==> config.mk <==
export PLATFORM = sky130hd
export DESIGN_NAME = uart_receiver
export DESIGN_NICKNAME = d
export VERILOG_FILES = /design/src/rtl/uart_receiver.sv
export SDC_FILE = /design/constraint.sdc
export NUM_CORES = 1
export LEC_CHECK = 0
export ABC_AREA = 1
export CAP_MARGIN = 10
export CORE_ASPECT_RATIO = 0.75
export CORE_MARGIN = 2
export CORE_UTILIZATION = 55
export DETAILED_ROUTE_END_ITERATION = 8
export DONT_BUFFER_PORTS = 1
export PLACE_DENSITY_LB_ADDON = 0.05
export SYNTH_ARGS = -nofsm -noshare
export SYNTH_HDL_FRONTEND = slang
export SYNTH_SLANG_ARGS = --single-unit
==> constraint.sdc <==
create_clock -name clock -period 2.69 [get_ports clock]
set_clock_uncertainty 0.05 [all_clocks]
set_input_delay 0.6725 -clock clock [delete_from_list [all_inputs] [get_ports clock]]
set_output_delay 0.6725 -clock clock [all_outputs]
set_load 0.05 [all_outputs]
==> src/rtl/uart_receiver.sv <==
// -----------------------------------------------------------------------------
// uart_receiver
//
// 8N1 UART receiver (LSB first, idle-high line) with a one-entry output buffer
// and ready/valid hand-off to the consumer.
//
// The raw line is synchronized, and a start condition is detected on the first
// low level seen in IDLE. One down-counter then times the middle of every bit.
// A completed byte goes into the output buffer, or raises overrun if the buffer
// is still occupied. A low stop bit raises frame_error once. The receiver then
// waits for the line to return high before it looks for the next start bit.
//
// Ports
//   clock          system clock, all state on the rising edge
//   reset_n        asynchronous active-low reset
//   uart_rx        asynchronous serial input
//   cycles_per_bit bit period in clock cycles, clamped to >= 4, latched per frame
//   rx_data        received byte, stable while rx_valid = 1
//   rx_valid       rx_data holds an unconsumed byte
//   rx_ready       consumer accepts rx_data when rx_valid & rx_ready
//   frame_error    one-cycle pulse: stop bit sampled low
//   overrun        one-cycle pulse: byte completed while the buffer was full
//
// FSM states
//   state     | meaning
//   ----------+------------------------------------------------------------
//   IDLE      | line idle, waiting for rx low (start edge)
//   START     | half-period wait, re-check start bit at its middle
//   DATA      | sampling 8 data bits, LSB first
//   STOP      | sampling stop bit, deliver byte or flag framing error
//   WAIT_HIGH | after a framing error, wait for the line to return high
// -----------------------------------------------------------------------------
module uart_receiver #(
    parameter int SYNC_STAGES = 2
) (
    input  logic        clock,
    input  logic        reset_n,
    input  logic        uart_rx,
    input  logic [15:0] cycles_per_bit,
    output logic [7:0]  rx_data,
    output logic        rx_valid,
    input  logic        rx_ready,
    output logic        frame_error,
    output logic        overrun
);

    if (SYNC_STAGES < 2 || SYNC_STAGES > 4) begin : g_bad_sync_stages
        $error("uart_receiver: SYNC_STAGES must be in 2..4");
    end

    typedef enum logic [2:0] {
        S_IDLE,
        S_START,
        S_DATA,
        S_STOP,
        S_WAIT_HIGH
    } state_t;

    // -------------------------------------------------------------------------
    // Input synchronizer. Its flops reset to 1 so that reset looks like an idle
    // line and cannot produce a false start bit.
    // -------------------------------------------------------------------------
    logic [SYNC_STAGES-1:0] sync_q;
    logic                   rx;

    always_ff @(posedge clock or negedge reset_n) begin
        if (!reset_n) begin
            sync_q <= '1;
        end else begin
            sync_q <= {sync_q[SYNC_STAGES-2:0], uart_rx};
        end
    end

    assign rx = sync_q[SYNC_STAGES-1];

    // -------------------------------------------------------------------------
    // Bit timing. The period is clamped to at least 4 cycles so that the
    // half-period wait and the sample spacing stay meaningful.
    // -------------------------------------------------------------------------
    logic [15:0] period_eff;

    assign period_eff = (cycles_per_bit < 16'd4) ? 16'd4 : cycles_per_bit;

    state_t      state_q;
    logic [15:0] period_q;
    logic [15:0] cnt_q;
    logic [2:0]  bit_idx_q;
    logic [7:0]  shift_q;
    logic        sample;

    // The counter reaching zero marks the middle of the current bit.
    assign sample = (cnt_q == 16'd0);

    // -------------------------------------------------------------------------
    // Receive FSM and output buffer
    // -------------------------------------------------------------------------
    always_ff @(posedge clock or negedge reset_n) begin
        if (!reset_n) begin
            state_q     <= S_IDLE;
            period_q    <= 16'd4;
            cnt_q       <= 16'd0;
            bit_idx_q   <= 3'd0;
            shift_q     <= 8'h00;
            rx_data     <= 8'h00;
            rx_valid    <= 1'b0;
            frame_error <= 1'b0;
            overrun     <= 1'b0;
        end else begin
            frame_error <= 1'b0;
            overrun     <= 1'b0;

            // Consumption. A byte completing in the same cycle overrides this
            // below and keeps rx_valid high.
            if (rx_valid && rx_ready) begin
                rx_valid <= 1'b0;
            end

            case (state_q)
                S_IDLE: begin
                    if (!rx) begin
                        // Latch the period for the whole frame, then wait
                        // half a bit to land in the middle of the start bit.
                        period_q <= period_eff;
                        cnt_q    <= period_eff >> 1;
                        state_q  <= S_START;
                    end
                end

                S_START: begin
                    if (sample) begin
                        cnt_q <= period_q - 16'd1;
                        if (rx) begin
                            // The line went high again: it was a glitch.
                            state_q <= S_IDLE;
                        end else begin
                            bit_idx_q <= 3'd0;
                            state_q   <= S_DATA;
                        end
                    end else begin
                        cnt_q <= cnt_q - 16'd1;
                    end
                end

                S_DATA: begin
                    if (sample) begin
                        cnt_q     <= period_q - 16'd1;
                        shift_q   <= {rx, shift_q[7:1]};
                        bit_idx_q <= bit_idx_q + 3'd1;
                        if (bit_idx_q == 3'd7) begin
                            state_q <= S_STOP;
                        end
                    end else begin
                        cnt_q <= cnt_q - 16'd1;
                    end
                end

                S_STOP: begin
                    if (sample) begin
                        cnt_q <= period_q - 16'd1;
                        if (rx) begin
                            state_q <= S_IDLE;
                            if (!rx_valid || rx_ready) begin
                                rx_data  <= shift_q;
                                rx_valid <= 1'b1;
                            end else begin
                                // Buffer full and not draining: keep the old
                                // byte and drop the new one.
                                overrun <= 1'b1;
                            end
                        end else begin
                            frame_error <= 1'b1;
                            state_q     <= S_WAIT_HIGH;
                        end
                    end else begin
                        cnt_q <= cnt_q - 16'd1;
                    end
                end

                S_WAIT_HIGH: begin
                    // A break holds the line low. Waiting for high here means
                    // one break raises exactly one frame_error.
                    if (rx) begin
                        state_q <= S_IDLE;
                    end
                end

                default: begin
                    state_q <= S_IDLE;
                end
            endcase
        end
    end

endmodule

; ---- Yosys cells after proc, flatten, opt, wreduce, memory -nomap -nowiden
; Cells that the tools add are included.
[totals]
ff_bits = 59
latch_bits = 0
ramBits = 0
romBits = 0
inputBits = 20
output_inout_bits = 11
wordCells = 70
mem_count = 0
[op_classes]
addsub = 3
n_mul = 0
div_mod_pow = 0
order_cmp = 1
n_eq_ne = 12
shift = 0
n_mux = 29
n_bitwise = 1
reduce_logical = 14
[op_table]
columns = cell, count
row1 = 16-bit 2-to-1 mux, 3
row2 = 16-bit case mux with 2 select lines, 1
row3 = "16-bit by 1-bit subtractor with 16-bit output, second input constant", 2
row4 = 3-bit 2-to-1 mux, 10
row5 = 16-bit logical NOT, 1
row6 = "16-bit by 3-bit less-than comparator with 1-bit output, second input constant", 1
row7 = 3-bit case mux with 5 select lines, 1
row8 = "2-bit != test, second input constant", 7
row9 = 1-bit 2-to-1 mux, 12
row10 = 4-bit AND reduction, 2
row11 = "3-bit by 2-bit equality test with 1-bit output, second input constant", 2
row12 = "3-bit equality test, second input constant", 2
row13 = 3-bit case mux with 2 select lines, 1
row14 = 2-bit AND reduction, 3
row15 = 6-bit AND reduction, 1
row16 = 2-bit nonzero test, 2
row17 = "3-bit by 1-bit adder with 3-bit output, second input constant", 1
row18 = "3-bit by 1-bit equality test with 1-bit output, second input constant", 1
row19 = 3-bit logical NOT, 1
row20 = 3-bit OR reduction, 1
row21 = 2-bit 2-to-1 mux, 1
row22 = 1-bit logical AND, 1
row23 = 1-bit logical NOT, 1
row24 = 1-bit logical OR, 1
row25 = 1-bit inverter, 1

; ---- Longest topological paths before layout
[depth]
word_depth = 6
depth_mapped = 16
mapped_depth_nobuf = 15

; ---- Least setup slack after synthesis
; No wires, ideal clock.
[synth_timing]
path_kind = register -> register
from = register cnt_q[3]
to = register cnt_q[14]
setup_ns = 0.117
t_arrival_ns = 1.761
required_ns = 2.523
slack_ns = 0.762
stages_incl_launch_ff = 16
path_buffers = 0
synth_period_minus_slack_ns = 1.928
path_cell_list = dfrtp_1 > nor2_1 > nand2_1 > nor2_4 > nand2_4 > inv_2 > a21oi_1 > ha_1 > nand3_1 > nor2_2 > nand2_2 > inv_2 > nand2_1 > nand2_1 > nand3_1 > nand2_1
[synth_via]
elab_chain_cells = 3
elab_cells_between_ends = 4
classes_between = 1 x add/sub / 2 x mux / 1 x reduce/logical
[synth_lines]
columns = element, line
row1 = from (decl), 86  ; logic [15:0] cnt_q;
row2 = from (signal assigned), 124  ; cnt_q <= period_eff >> 1;
row3 = from (signal assigned), 131  ; cnt_q <= period_q - 16'd1;
row4 = from (signal assigned), 140  ; cnt_q <= cnt_q - 16'd1;
row5 = 16-bit by 1-bit subtractor with 16-bit output or 16-bit logical NOT (tied branches), --
row6 = 16-bit 2-to-1 mux (*), "130, 145, 158"
row7 = 16-bit case mux with 2 select lines (*), 118  ; case (state_q)
; Mark *: on every way between the ends. The rest lies on a longest branch, timed or not.
; A chain may end at the register's enable or synchronous reset.

; ---- Worst setup path in the final report
[layout_timing]
from = register cnt_q[3]
to = register cnt_q[10]
; Same word-level chain as after synthesis.

==> impl_results.md <==
* Outcome: finished clean
* Post-Synth Adder-Cell Area at 0.0122
* Ys async rst share at 1.00
* Root Driver: clkbuf_8
* Setup Slack @ Placement at 0.300 ns
* Worst flop-to-flop path endpoint: cnt_q[10]
* Router iterations before antenna repair at 4
* Critical path startpoint: cnt_q[3]
* Clk_lat worst skew at 0.34 ns
* CTS H-tree lvls at 3
* Reg-to-Reg Start: cnt_q[3]
* Fmax achieved at 417 MHz
* Largest net degree at the start of global routing at 57
* Max-slew violations at 0
* RSZ-0062 raised after global routing: false
* Crit path kind: flip-flop to flip-flop
* Most used cells in the layout excluding fill and tap cells: nand2_1, inv_1, dfrtp_1, o21ai_0, nor2_1
* Routed len/inst at 14.7 um
* First-pass GRT wire length at 11,700 um
* Reg2Reg Depth at 15
* Post-route DRC at 0
* Nets@finish at 429
* Filler cells at 512
* Synth top area share at 0.457
* Syn avg cell area at 7.72 um^2
* Row cnt at 23
* Pwr Total at 3.72 mW
* Clock-pin slew on the worst setup and hold paths at 0.07 ns
* Cell taking the most area after synthesis: dfrtp_1
* CP required at 2.88 ns
* Setup WS post-layout at 0.291 ns
* Period utilization at 0.892
* CP max stage delay at 0.40 ns
* Slew of the pin with the lowest slew margin at 0.548 ns
* Mux cell area share after synthesis at 0.00367
* DIE AREA at 6190 um^2
* YS warnings at 0
* Post-DP HPWL at 5110 um
* Ant diodes at 0
* Largest family of logic cells by synthesized area: simple AND/OR/NAND/NOR gates
* Top FF cell, synth: dfrtp_1
* Share of cells above drive strength 1 at 0.119
* Post-Synth XOR/XNOR Area at 0.0143
* EDFF count, synth at 0
* Crit path capture type: flip-flop
* Initial antenna violation count at 0
* Area of the multi-input gates at 1320 um^2
* Die Span Y at 68.7 um
* HP Class: primary input to asynchronous set/reset pin
* Critical Path Fanout Max at 13
* Compound-cell area share of the yosys netlist at 0.120
* TritonCTS buffer count at 9
* Register bit total from synthesis at 59
* Worst-path cell chain: nor2_1 > nand2_1 > nor2_4 > nand2_4 > inv_2 > a21oi_1 > ha_1 > nand3_1 > nor2_2 > nand3_1 > nand2_1 > nand2_1 > nand2_1 > nand2_1 > nand2_1
* Register area share after synthesis at 0.483
* CP Data Arrival Time at 2.59 ns
* Num ports at 31
* Maxcap violations at 0
* Areal power density over the cells at 1090 nW/um^2
* Commonest non-fill, non-tap cell in the layout: nand2_1
* CTS Sinks at 59
* Startpoint Class: flip-flop
* Via Count at 2,568
* Top Family by Delay on Critical Path: simple AND/OR/NAND/NOR gates
* All-Layer GR Usage at 0.254
* CTS tree: done
* Crit-path most repeated cell: nand2_1
* Syn_nets at 420
* Clock tree buffer depth at 2
* CP Buf/Inv Count at 1
* Final hold violation count at 0
* Setup total negative slack at 0 ns
* Die width at 90.2 um
* Period minus WS final at 2.40 ns
* Worst setup endpoint: cnt_q[10]
* Max-Slew Margin vs Limit at 0.631
* Reg2reg setup slack at 0.29 ns
* Starting Density at 0.573
* Port Buffers at 0
* Reg area at 1480 um^2
* Mapped Area at 3070 um^2
* Top cells by area, synth: dfrtp_1, nand2_1, inv_1
* Setup bufs post-CTS at 0
* Grt total ovfl at 0
* Initial DRC count at 174
* Synth Area in Simple Gates at 0.279
* Vias per inst at 5.28
* Critical Path Slowest Stage Cell: dfrtp_1
* Pleak at 1.75 nW
* Synth unique cells at 33
* Core Footprint at 5350 um^2
* Cells after synthesis at 397
* Vias in the first global route at 2,393
* Final setup violating endpoints at 0
* Detailed Route WL at 7120 um
* Crit path depth at 15
* Final Wtd Congestion at 0.928
* Detail Route Antenna Nets at 0
* Layout Utilization at 0.641
* P&R area growth vs syn at 11.9%
* Maximum VDD drop at 0.579 mV
[synthesized netlist by cell type, types with 2 or more instances]
cell      count
nand2_1     116
dfrtp_1      56
inv_1        56
o21ai_0      35
nor2_1       34
nand3_1      26
nand2_2       7
inv_2         6
o22ai_1       6
xor2_1        5
clkbuf_1      4
o211ai_1      4
o21ai_1       4
a21oi_1       3
dfstp_2       3
ha_1          3
nand4_1       3
nor2_2        3
nor2_4        3
nor4_1        3
a32o_1        2
buf_2         2
nor3_1        2
o21ai_2       2
[report_power, final]
group | leakage, nW | internal [mW] | switching [mW]
Clock | 0.126 | 0.642 | 0.365
Sequential | 0.762 | 1.15 | 0.148
Combinational | 0.859 | 0.462 | 0.959
[stage by stage]
step	area (um^2)	instances	hold WS, ns
floorplan	3070	397	0.295
global placement	3150	469	0.297
detailed placement	3150	469	0.298
CTS	3430	486	0.108
global route	3430	486	0.103
finish	3430	486	0.122
[metal layers]
metal | track usage | share of wire
met5 | 0 | 0
met4 | 0.104 | 0.014
met3 | 0.0576 | 0.064
met2 | 0.376 | 0.42
met1 | 0.366 | 0.50
[what timing repair did]
action / in CTS / in global routing
hold endpoints to repair: 56 / 0
hold buffers: 1 / 0
resized for setup: 0 / 0
[cell families (layout without fill, tap and decap cells)]
| logic type | Yosys count | count (layout) |
|---|---|---|
| simple gates | 199 | 199 |
| buf+inv | 69 | 83 |
| compound gates | 61 | 61 |
| flops | 59 | 59 |
| xor+xnor | 5 | 5 |
| fa+ha+maj | 3 | 3 |
| mux | 1 | 1 |
[how the worst min path moves through the flow]
stage | start | endpoint | slack [ns] | depth (start not counted)
floorplan | sync_q[0] | sync_q[1] | 0.30 | 0
global placement | sync_q[0] | sync_q[1] | 0.30 | 0
detailed placement | sync_q[0] | sync_q[1] | 0.30 | 0
CTS | reset_n | sync_q[0] | 0.11 | 0
global route | reset_n | sync_q[1] | 0.10 | 0
finish | reset_n | sync_q[1] | 0.12 | 0
[sequential cells by signal, summed over array words and instances (netlist names)]
name and cells:
cnt_q 16, period_q 16, rx_data 8, shift_q 8
bit_idx_q 3, state_q 3, sync_q 2, frame_error 1
overrun 1, rx_valid 1
[cell type report]
| class | count | share of cell area |
|---|---|---|
| Inverter | 62 | 0.0678 |
| Tap cell | 75 | 0.0274 |
| Clock buffer | 10 | 0.0401 |
| Multi-Input combinational cell | 269 | 0.384 |
| Clock inverter | 6 | 0.0328 |
| Timing Repair Buffer | 5 | 0.0168 |
| Sequential cell | 59 | 0.431 |
Power figures use the tool's default switching activity.
